<file path="src/rtl/uart_pkg.sv">
// Shared definitions for the UART receive path.
// UART_RX_BREAK_DET_EN adds the BREAK_WAIT state used by break detection.
package uart_pkg;

    localparam int DEFAULT_PRESCALE = 8;
    localparam int MIN_PRESCALE     = 6;
    localparam int MIN_DATA_LEN     = 5;

    typedef enum logic [2:0] {
        ST_IDLE,
        ST_START,
        ST_DATA,
        ST_PARITY,
        ST_STOP1,
        ST_STOP2
`ifdef UART_RX_BREAK_DET_EN
        , ST_BREAK_WAIT
`endif
    } rx_state_e;

endpackage

</file>
<file path="src/rtl/uart_rx_sampler.sv">
// Three-point majority voter around the middle of each oversampled bit.
module uart_rx_sampler #(
    parameter int PRESCALE_W = 6
) (
    input  logic                  clk,
    input  logic                  rst_n,
    input  logic                  rx_in,
    input  logic [PRESCALE_W-1:0] edge_cnt,
    input  logic [PRESCALE_W-1:0] prescale,
    output logic                  sampled_bit
);

    logic [PRESCALE_W-1:0] half;
    logic [2:0]            samples;

    assign half = prescale >> 1;

    always_ff @(posedge clk or negedge rst_n) begin
        if (!rst_n) begin
            samples <= '0;
        end else begin
            if (edge_cnt == half - PRESCALE_W'(1)) samples[0] <= rx_in;
            if (edge_cnt == half)                  samples[1] <= rx_in;
            if (edge_cnt == half + PRESCALE_W'(1)) samples[2] <= rx_in;
        end
    end

    assign sampled_bit = (samples[0] & samples[1]) | (samples[0] & samples[2]) |
                         (samples[1] & samples[2]);

endmodule

</file>
<file path="src/rtl/uart_rx_ctrl.sv">
// UART receive controller: frame FSM, oversampling counters, deserialiser, parity/stop checks.
// UART_RX_BREAK_DET_EN enables the break_det port and the BREAK_WAIT state.
module uart_rx_ctrl
    import uart_pkg::*;
#(
    parameter int DATA_WIDTH = 8,
    parameter int PRESCALE_W = 6
) (
    input  logic                  CLK,
    input  logic                  RST,
    input  logic                  RX_IN,
    input  logic                  PAR_EN,
    input  logic                  PAR_TYP,
    input  logic                  STOP2_EN,
    input  logic [3:0]            DATA_LEN,
    input  logic [PRESCALE_W-1:0] Prescale,
    output logic [DATA_WIDTH-1:0] P_DATA,
    output logic                  data_valid,
    output logic                  par_err,
    output logic                  stp_err,
    output logic                  busy
`ifdef UART_RX_BREAK_DET_EN
    , output logic                break_det
`endif
);

    rx_state_e             state, state_nxt;
    logic [PRESCALE_W-1:0] edge_cnt, lat_pre, half;
    logic [3:0]            bit_cnt, lat_len;
    logic                  lat_par_en, lat_par_typ, lat_stop2;
    logic [DATA_WIDTH-1:0] shreg;
    logic                  sampled, counting, start_det, last_edge, sample_pt;
    logic                  final_stop, frame_end, good, brk;
    logic                  par_err_d, stp_err_d;
`ifdef UART_RX_BREAK_DET_EN
    logic                  zero_run, zero_run_d, stop_low, stop_low_d;
`endif

    assign half = lat_pre >> 1;

    uart_rx_sampler #(.PRESCALE_W(PRESCALE_W)) u_sampler (
        .clk         (CLK),
        .rst_n       (RST),
        .rx_in       (RX_IN),
        .edge_cnt    (edge_cnt),
        .prescale    (lat_pre),
        .sampled_bit (sampled)
    );

    always_ff @(posedge CLK or negedge RST) begin
        if (!RST) state <= ST_IDLE;
        else      state <= state_nxt;
    end

    always_comb begin
        state_nxt = state;
        case (state)
            ST_IDLE:   if (!RX_IN) state_nxt = ST_START;
            ST_START:  if (last_edge) state_nxt = sampled ? ST_IDLE : ST_DATA;
            ST_DATA:   if (last_edge && bit_cnt == lat_len - 4'd1)
                           state_nxt = lat_par_en ? ST_PARITY : ST_STOP1;
            ST_PARITY: if (last_edge) state_nxt = ST_STOP1;
            ST_STOP1:  if (last_edge) state_nxt = lat_stop2 ? ST_STOP2 : ST_IDLE;
            ST_STOP2:  if (last_edge) state_nxt = ST_IDLE;
`ifdef UART_RX_BREAK_DET_EN
            ST_BREAK_WAIT: if (RX_IN) state_nxt = ST_IDLE;
`endif
            default:   state_nxt = ST_IDLE;
        endcase
`ifdef UART_RX_BREAK_DET_EN
        if (frame_end && brk) state_nxt = ST_BREAK_WAIT;
`endif
    end

    // Error flags are formed as next-values so the frame-end decision also sees
    // a sample point that coincides with the last edge (Prescale = 6).
    always_comb begin
        busy       = (state != ST_IDLE);
        counting   = busy;
        start_det  = (state == ST_IDLE) && !RX_IN;
        last_edge  = (edge_cnt == lat_pre - PRESCALE_W'(1));
        sample_pt  = (edge_cnt == half + PRESCALE_W'(2));
        final_stop = (state == ST_STOP2) || (state == ST_STOP1 && !lat_stop2);
        frame_end  = final_stop && last_edge;
        par_err_d  = par_err;
        stp_err_d  = stp_err;
        brk        = 1'b0;
`ifdef UART_RX_BREAK_DET_EN
        if (state == ST_BREAK_WAIT) counting = 1'b0;
        zero_run_d = zero_run;
        stop_low_d = stop_low;
`endif
        if (start_det) begin
            par_err_d = 1'b0;
            stp_err_d = 1'b0;
`ifdef UART_RX_BREAK_DET_EN
            zero_run_d = 1'b1;
            stop_low_d = 1'b0;
`endif
        end else if (sample_pt) begin
            if (state == ST_PARITY) par_err_d = sampled ^ (^shreg) ^ lat_par_typ;
`ifdef UART_RX_BREAK_DET_EN
            if (state inside {ST_DATA, ST_PARITY, ST_STOP1, ST_STOP2} && sampled)
                zero_run_d = 1'b0;
            // An all-zero frame is a break, so a low stop bit is only an error otherwise.
            if (state == ST_STOP1 || state == ST_STOP2) begin
                if (final_stop) stp_err_d = (stop_low || !sampled) && !(zero_run && !sampled);
                else            stop_low_d = !sampled;
            end
`else
            if ((state == ST_STOP1 || state == ST_STOP2) && !sampled) stp_err_d = 1'b1;
`endif
        end
`ifdef UART_RX_BREAK_DET_EN
        brk = zero_run_d;
`endif
        good = !par_err_d && !stp_err_d && !brk;
    end

    always_ff @(posedge CLK or negedge RST) begin
        if (!RST) begin
            edge_cnt    <= '0;
            bit_cnt     <= '0;
            lat_pre     <= PRESCALE_W'(DEFAULT_PRESCALE);
            lat_len     <= 4'(DATA_WIDTH);
            lat_par_en  <= 1'b0;
            lat_par_typ <= 1'b0;
            lat_stop2   <= 1'b0;
            shreg       <= '0;
            P_DATA      <= '0;
            data_valid  <= 1'b0;
            par_err     <= 1'b0;
            stp_err     <= 1'b0;
`ifdef UART_RX_BREAK_DET_EN
            zero_run    <= 1'b0;
            stop_low    <= 1'b0;
            break_det   <= 1'b0;
`endif
        end else begin
            par_err    <= par_err_d;
            stp_err    <= stp_err_d;
            data_valid <= 1'b0;
`ifdef UART_RX_BREAK_DET_EN
            zero_run   <= zero_run_d;
            stop_low   <= stop_low_d;
            break_det  <= 1'b0;
`endif
            if (start_det) begin
                lat_pre     <= (!Prescale[0] && Prescale >= PRESCALE_W'(MIN_PRESCALE)) ?
                               Prescale : PRESCALE_W'(DEFAULT_PRESCALE);
                lat_len     <= (DATA_LEN >= 4'(MIN_DATA_LEN) && DATA_LEN <= 4'(DATA_WIDTH)) ?
                               DATA_LEN : 4'(DATA_WIDTH);
                lat_par_en  <= PAR_EN;
                lat_par_typ <= PAR_TYP;
                lat_stop2   <= STOP2_EN;
                edge_cnt    <= PRESCALE_W'(1);
                bit_cnt     <= '0;
                shreg       <= '0;
            end else if (!counting || last_edge) begin
                edge_cnt <= '0;
            end else begin
                edge_cnt <= edge_cnt + PRESCALE_W'(1);
            end
            if (state == ST_DATA && sample_pt)
                shreg <= shreg | (DATA_WIDTH'(sampled) << bit_cnt);
            if (state == ST_DATA && last_edge)
                bit_cnt <= bit_cnt + 4'd1;
            if (frame_end) begin
                data_valid <= good;
                if (good) P_DATA <= shreg;
`ifdef UART_RX_BREAK_DET_EN
                break_det <= brk;
`endif
            end
        end
    end

endmodule

</file>
<file path="config.mk">
export PLATFORM = sky130hd
export DESIGN_NAME = uart_rx_ctrl
export DESIGN_NICKNAME = d
export VERILOG_FILES = /design/src/rtl/uart_pkg.sv /design/src/rtl/uart_rx_sampler.sv /design/src/rtl/uart_rx_ctrl.sv
export SDC_FILE = /design/constraint.sdc
export NUM_CORES = 1
export LEC_CHECK = 0
export CORE_MARGIN = 5
export CORE_UTILIZATION = 30
export DETAILED_ROUTE_END_ITERATION = 10
export PLACE_DENSITY = 0.44
export SETUP_SLACK_MARGIN = 0.5
export SLEW_MARGIN = 20
export SYNTH_ARGS = -nofsm -noshare
export SYNTH_HDL_FRONTEND = slang
export SYNTH_SLANG_ARGS = --single-unit
export TNS_END_PERCENT = 30
</file>
<file path="constraint.sdc">
create_clock -name CLK -period 9.8 [get_ports CLK]
set_clock_uncertainty 0.15 [all_clocks]
set_input_delay 0.98 -clock CLK [delete_from_list [all_inputs] [get_ports CLK]]
set_output_delay 0.98 -clock CLK [all_outputs]
set_load 0.02 [all_outputs]
</file>
==> results of run 1 <==
==> cells in the mapped netlist (4+ instances only) <==
| cell | n |
|---|---|
| sky130_fd_sc_hd__nor2b_1 | 7 |
| sky130_fd_sc_hd__ha_1 | 9 |
| sky130_fd_sc_hd__mux2i_1 | 4 |
| sky130_fd_sc_hd__nand2_1 | 16 |
| sky130_fd_sc_hd__a21oi_1 | 8 |
| sky130_fd_sc_hd__nor2_1 | 32 |
| sky130_fd_sc_hd__o21ai_0 | 20 |
| sky130_fd_sc_hd__xor2_1 | 11 |
| sky130_fd_sc_hd__xnor2_1 | 27 |
| sky130_fd_sc_hd__dfrtp_1 | 46 |
| sky130_fd_sc_hd__inv_1 | 14 |
| sky130_fd_sc_hd__mux2_2 | 11 |
| sky130_fd_sc_hd__clkbuf_1 | 5 |
| sky130_fd_sc_hd__nand3b_1 | 4 |
| sky130_fd_sc_hd__a31oi_1 | 7 |
| sky130_fd_sc_hd__nand3_1 | 9 |
==> state kept, by name, indices dropped and copies added (netlist names), 3 cells and up <==
register,flops
P_DATA,8
shreg,8
edge_cnt,6
lat_pre,6
bit_cnt,4
lat_len,4
state,3
u_sampler.samples,3
==> report_power, final <==
group          internal [mW]  leakage [nW]  switching [mW]
Clock                 0.0759        0.0552          0.0707
Sequential             0.264         0.636          0.0837
Combinational          0.229         0.721           0.252
Total                  0.569          1.41           0.406
==> per-layer routing <==
metal / part of all wire [%] / GRT usage (%) / routed length, µm / up-vias
met5: 0 / 0 / 0 / -
met4: 1.5 / 3.744 / 97 / 0
met3: 2.5 / 1.987 / 164 / 11
met2: 48 / 20.55 / 3121 / 29
met1: 47 / 15.63 / 3054 / 1014
li1: - / - / - / 1048
==> stage by stage <==
| step | total power [mW] | hold WS (ps) | util [%] | std cells |
|---|---|---|---|---|
| floorplan | 0.6975 | 316.5 | - | 288 |
| global placement | 0.8373 | 343.4 | 34.52 | 416 |
| detailed placement | 0.8376 | 348.9 | 34.52 | 416 |
| CTS | 0.9877 | 365.5 | 35.69 | 424 |
| global route | 1.064 | 392.9 | 35.69 | 424 |
| finish | 0.9748 | 361.6 | 35.69 | 424 |
==> final timing paths <==
kind,endpoint,from,slack [ps],depth (start not counted)
min in group asynchronous,edge_cnt[3],RST,620,2
hold reg to reg,lat_par_typ,lat_par_typ,360,2
max in group asynchronous,lat_par_en,RST,8440,2
setup / recovery,P_DATA[0],lat_pre[3],6580,8
hold / removal,lat_par_typ,lat_par_typ,360,2
setup reg to reg,P_DATA[0],lat_pre[3],6580,8
==> final cells by class <==
type                            instances  area [µm²]  area share [%]
Clock buffer                            6       72.57           2.211
Clock inverter                          2       35.03           1.067
Inverter                               14       52.55           1.601
Multi-Input combinational cell        214        1499           45.67
Sequential cell                        48        1204           36.68
Tap cell                              111       138.9           4.232
Timing Repair Buffer                   29       280.3           8.540
==> tightest hold or removal path, cell delays in order (launching register included) <==
cell and delay [ps]:
sky130_fd_sc_hd__dfrtp_1 370, sky130_fd_sc_hd__nand2_1 60, sky130_fd_sc_hd__nand2_1 60
==> kinds of logic (layout without fill, tap and decap cells) <==
group           Yosys count  count (layout)
buf+inv                  26              51
xor+xnor                 38              38
compound gates           54              54
simple gates             97              97
fa+ha+maj                10              10
flops                    48              48
mux                      15              15
==> results.md, run 1 <==
- Result of the run: finished clean
- TritonCTS buffer count: 5
- Number of buffer and inverter instances along the worst setup path: 1
- Seq/Total Area, Yosys: 42.83%
- Routed via count divided by cell count: between 4 and 5
- Top achievable clock speed: approximately 310 MHz
- Post-synthesis average cell area: a little under 10 µm²
- Leak: 1.412 nW
- Number of DRC violations after detailed routing: 0
- TritonCTS sink count: 48
- Required time at the endpoint of the critical path: 9840 ps
- Starting density of the core: a little under a third
- Hold buffer count at CTS: 0
- Placed wire-length estimate after detailed placement: around 4600 µm
- Wire length of the first global-routing pass: 11050 µm
- Max-cap viol count: 0
- Net Count, Synth: 313
- Async set-reset flop share out of synthesis: 100.0%
- Largest cells by area after synthesis: sky130_fd_sc_hd__dfrtp_1 (41%), sky130_fd_sc_hd__xnor2_1 (8.4%), sky130_fd_sc_hd__mux2_2 (4.4%)
- Slowest stage delay, CP: 670 ps
- Max Transition Viols Final: 0
- Buffers added on ports: 27
- Kind of end point of the critical path: flip-flop
- Post-Synthesis Cells: 288
- Proportion of synthesized area in mux cells: between 5 and 6%
- Top cell type's share of synthesized area: about two fifths
- Number of warnings reported in the yosys synthesis log: 0
- Power per cell area: roughly 300 mW/mm²
- Setup repair after global routing missed its margin: false
- CTS Root Buffer Type: sky130_fd_sc_hd__clkbuf_8
- Post-synthesis simple-gate area fraction: a little under a fifth
- Number of hold violations in the final report: 0
- Placement Cell Area: around 0.0032 mm²
- Fraction of the mapped netlist area in compound gates: about an eighth
- Clock buffer depth: 2
- Height of the die: roughly 110 µm
- Distinct cell type count of the synthesized netlist: 54
- Commonest cells after routing, fill and taps aside: sky130_fd_sc_hd__dfrtp_1 (46), sky130_fd_sc_hd__nor2_1 (31), sky130_fd_sc_hd__xnor2_1 (27)
- Path type of the worst setup path: flip-flop to flip-flop
- Number of standard-cell rows in the floorplan: 35
- Number of global-route vias before repair: ~2200
- Area of the mapped netlist: 0.002810 mm²
- Clock tree from TritonCTS: yes
- Worst EP arrival: roughly 3300 ps
- I/O Pins: 28
- Pin count of the biggest net entering global routing: 49
- Number of nets in the finished design: between 300 and 400
- Core area: 0.009196 mm²
- Adder-cell area share of the yosys netlist: between 4 and 5%
- Last weighted congestion value of the routability-driven placer: roughly 0.79
- Crit-path max FO: 11
- Clock period minus final worst setup slack: between 3000 and 4000 ps
- Placement Setup Slack: 6343 ps
- Cell breakdown of the critical path: inv_1, ha_1, xor2_1, nor3_1, o211ai_2, o211a_1, nor4_4, mux2_2
- Drt pass-1 iters: 4
- Finished layout cell area: ~0.0033 mm²
- Post-synth top area cell: sky130_fd_sc_hd__dfrtp_1
- Most common library cell in the layout ignoring fill and taps: sky130_fd_sc_hd__dfrtp_1
- Slew headroom: between 40% and 50%
- Max rail drop VDD: roughly 0.11 mV
- Number of synthesized flops with an enable pin: 0
- DRT iter0 DRCs: 63
- Slowest cell on the critical path: sky130_fd_sc_hd__dfstp_2
- Number of routed nets with antenna violations: 0
- Flops & latches, synth: 48
- Fraction of layout instances using a drive strength above 1: 9.904%
- Xor/xnor cell area share of the yosys netlist: 11.84%
- Buffer count from post-CTS setup fixing: 0
- GRT Resource Usage Total: between 10% and 20%
- Number of H-tree levels: 2
- Final worst path period share: 32.87%
- Total die area: 0.01140 mm²
- Total of endpoints with negative setup slack in the final report: 0
- Total number of vias: around 2100
- Number of antenna violations at the first check in global routing: 0
- Classification of the worst-slack hold path: flip-flop to flip-flop
- Gr ovfl total: 0
- Worst setup SP type: flip-flop
- Final WS setup: 6579 ps
- Final total negative setup slack: 0 ps
- Antenna diodes: 0
- Transition time of the tightest slew-check pin: approximately 830 ps
- Clock latency of the later-clocked register in the worst-skew pair: approximately 300 ps
- Fill cell total of the finished layout: around 950
- Dominant synthesized flop cell: sky130_fd_sc_hd__dfrtp_1
- Area growth, synth to finish: 16.79%
- CP top delay family: simple AND/OR/NAND/NOR gates
- Clock edge transition at the registers on the reported setup and hold paths: around 90 ps
- Routed wire length per instance: around 15 µm
- Largest family of logic cells by synthesized area: simple AND/OR/NAND/NOR gates
- Horizontal extent of the die: about 110 µm
- Routed Wire Length: about 6400 µm
- Gates resized, CTS repair: 0
No activity file was read; power rests on OpenSTA's default activity.
==> run 2: changes to the inputs <==
- PLACE_DENSITY: 0.44 -> 0.46
- clock period: 9.8 -> 2.7 ns (I/O delays scaled with it)
==> run 2 against run 1 <==
Net effect: non-clock buffer count is 29 higher; critical path depth stayed put; critical endpoint is now P_DATA[6]; utilization is 4.7 points higher.
==> results.md, run 2 (synthesis gave the netlist of run 1 again) <==
- Result of the run: finished clean
- DRT iter0 DRCs: 80 (+27%)
- Core area: 0.009196 mm² (unchanged)
- Cell breakdown of the critical path: ha_4, nand3b_1, a221oi_2, o211ai_2, o211a_1, nor4_4, buf_6, mux2_4
- Overall power after layout: 4.107 mW (+320%)
- Placement Setup Slack: 48.56 ps (-6294 ps)
- Routed wire length per instance: 14.87 µm (-2.1%)
- Worst reg2reg startpoint: lat_pre[3]
- Power per cell area: 1105 mW/mm² (+270%)
- Pin count of the biggest net entering global routing: 22 (-55%)
- Number of routed nets with antenna violations: 0 (unchanged)
- FF-to-FF End: P_DATA[6]
- Sequential group share of total power: 29.9% (-5.7 points)
- CTS Root Buffer Type: sky130_fd_sc_hd__clkbuf_8
- TritonCTS sink count: 48 (unchanged)
- Slowest stage delay, CP: 610 ps (-60 ps)
- Total number of vias: 2224 (+5.8%)
- Routed Wire Length: 6736 µm (+4.6%)
- Crit-path max FO: 8 (-3)
- Buffers added on ports: 27 (unchanged)
- Path type of the worst setup path: flip-flop to flip-flop
- Sw Ratio: 41.20% (-0.45 points)
- Commonest cells after routing, fill and taps aside: sky130_fd_sc_hd__dfrtp_1 (44), sky130_fd_sc_hd__nor2_1 (31), sky130_fd_sc_hd__buf_4 (29)
- Fill cell total of the finished layout: 919 (-3.7%)
- Placed wire-length estimate after detailed placement: 4999 µm (+7.7%)
- Count of placed standard cells in the final layout, fillers left out: 453 (+6.8%)
- Clock edge transition at the registers on the reported setup and hold paths: 100 ps (about the same)
- Max rail drop VDD: 0.3476 mV (+220%)
- Required time at the endpoint of the critical path: 2750 ps (-7090 ps)
- Height of the die: 106.8 µm (unchanged)
- Classification of the worst-slack hold path: primary input to asynchronous set/reset pin
- Total die area: 0.01140 mm² (unchanged)
- Worst setup SP type: flip-flop
- Gr ovfl total: 0 (unchanged)
- Slew headroom: 59.21% (+15 points)
- Max-cap viol count: 0 (unchanged)
- Number of global-route vias before repair: 2190 (-1.2%)
- Final worst path period share: 96.58% (+64 points)
- Clock period minus final worst setup slack: 2608 ps (-613.7 ps)
- I/O Pins: 28 (unchanged)
- Leak: 1.592 nW (+13%)
- Slowest cell on the critical path: sky130_fd_sc_hd__dfstp_2
- Area growth, synth to finish: 32.28%
- Placed Cells: 436 (+4.8%)
- Routed via count divided by cell count: 4.909 (-0.97%)
- Number of antenna violations at the first check in global routing: 0 (unchanged)
- Wire length of the first global-routing pass: 11130 µm (+0.69%)
- Number of nets in the finished design: 366 (+8.6%)
- Number of hold violations in the final report: 0 (unchanged)
- Last weighted congestion value of the routability-driven placer: 0.8160 (+3.2%)
- Registers with the highest flip-flop counts: P_DATA (8), shreg (8)
- Final WS setup: 92.43 ps (-6486 ps)
- Worst setup path endpoint: P_DATA[6]
- Total of endpoints with negative setup slack in the final report: 0 (unchanged)
- Antenna diodes: 0 (unchanged)
- Most common library cell in the layout ignoring fill and taps: sky130_fd_sc_hd__dfrtp_1
- Max Transition Viols Final: 0 (unchanged)
- Clock power share: 13.1% (-1.9 points)
- Horizontal extent of the die: 106.8 µm (unchanged)
- Comb pwr share: 57.0% (+7.7 points)
- Clock latency of the later-clocked register in the worst-skew pair: 310 ps (about the same)
- Number of standard-cell rows in the floorplan: 35 (unchanged)
- Transition time of the tightest slew-check pin: 611.1 ps (-218.9 ps)
- Power Internal: 2.415 mW (+320%)
- Setup repair after global routing missed its margin: true
- Number of DRC violations after detailed routing: 0 (unchanged)
- Fraction of layout instances using a drive strength above 1: 25.73% (+16 points)
- Worst EP arrival: 2660 ps (-600 ps)
- TritonCTS buffer count: 5 (unchanged)
- Clock buffer depth: 2 (unchanged)
- Number of H-tree levels: 2 (unchanged)
- Drt pass-1 iters: 4 (unchanged)
- Top achievable clock speed: 383.5 MHz (+24%)
- Clock tree from TritonCTS: yes
- R2R depth: 8 (unchanged)
- Register-to-register setup slack: 90 ps (-6490 ps)
- GRT Resource Usage Total: 12.26% (+0.20 points)
- Worst setup startpoint: lat_pre[3]
- Net switching power: 1.692 mW (+320%)
- Kind of end point of the critical path: flip-flop
- Starting density of the core: 30.56% (unchanged)
==> run 2: cell count changes in the layout (fill, tap and decap cells not counted), sizes merged <==
cell / change
clkinv: +1
dlygate4sd3: +1
clkbuf: -1
buf: +28
==> run 2: worst max-delay path: cells and delay by family (launching register included) <==
family,cells,cell delay [ps]
compound gates,3,810
simple gates,2,240
fa+ha+maj,1,170
mux,1,320
buf+inv,1,200
flops,1,610
==> run 2: worst min path at each step <==
| stage | startpoint | endpoint | slack (ps) | cells past startpoint |
|---|---|---|---|---|
| after floorplan | RST | P_DATA[0] | -180 | 0 |
| after global placement | RST | edge_cnt[3] | 140 | 1 |
| after detailed placement | RST | edge_cnt[3] | 130 | 1 |
| after CTS | PAR_TYP | lat_par_typ | 340 | 3 |
| after global routing | PAR_TYP | lat_par_typ | 350 | 3 |
| final | RST | par_err | 320 | 2 |
==> run 2: per-stage QoR <==
step / utilization [%] / setup TNS, ps / area, µm² / hold slack (ps)
finish: 40.42 / 0 / 3717 / 319.9
detailed placement: 36.44 / 0 / 3351 / 129.4
global placement: 36.44 / 0 / 3351 / 137.0
CTS: 38.56 / 0 / 3546 / 339.6
floorplan: - / 0 / 2846 / -175.6
global route: 40.42 / -275.2 / 3717 / 345.3
==> run 2: timing repair <==
item,4_1_cts,5_1_grt
pin swaps,1,14
endpoints found under the hold margin,19,0
hold buffers,1,0
gates resized for setup,12,29
gates cloned,0,0
setup buffers,3,5
endpoints found under the setup margin,29,37
==> run 2: area by class of cell <==
cell class | count | area, µm² | share of cell area, %
tap | 111 | 138.9 | 3.736
timing repair buffer | 58 | 504.2 | 13.56
sequential | 48 | 1206 | 32.45
clock buffer | 5 | 68.82 | 1.851
inverter | 14 | 57.56 | 1.548
multi-input combinational | 214 | 1694 | 45.57
clock inverter | 3 | 47.55 | 1.279
==> run 2: power groups by stage <==
| stage | Combinational (mW) | Sequential (mW) | Clock [mW] |
|---|---|---|---|
| global placement | 2.01 | 1.21 | 0 |
| global route | 2.57 | 1.27 | 0.581 |
| detailed placement | 2.01 | 1.21 | 0 |
| CTS | 2.09 | 1.21 | 0.558 |
| floorplan | 1.38 | 1.20 | 0 |
| finish | 2.34 | 1.23 | 0.537 |
==> run 2: layer usage <==
layer | up-vias | part of all wire (%) | GRT usage, %
li1 | 1107 | - | -
met1 | 1073 | 53 | 18.69
met2 | 39 | 43 | 17.67
met3 | 5 | 3.4 | 2.228
met4 | 0 | 0.91 | 3.288
met5 | - | 0 | 0
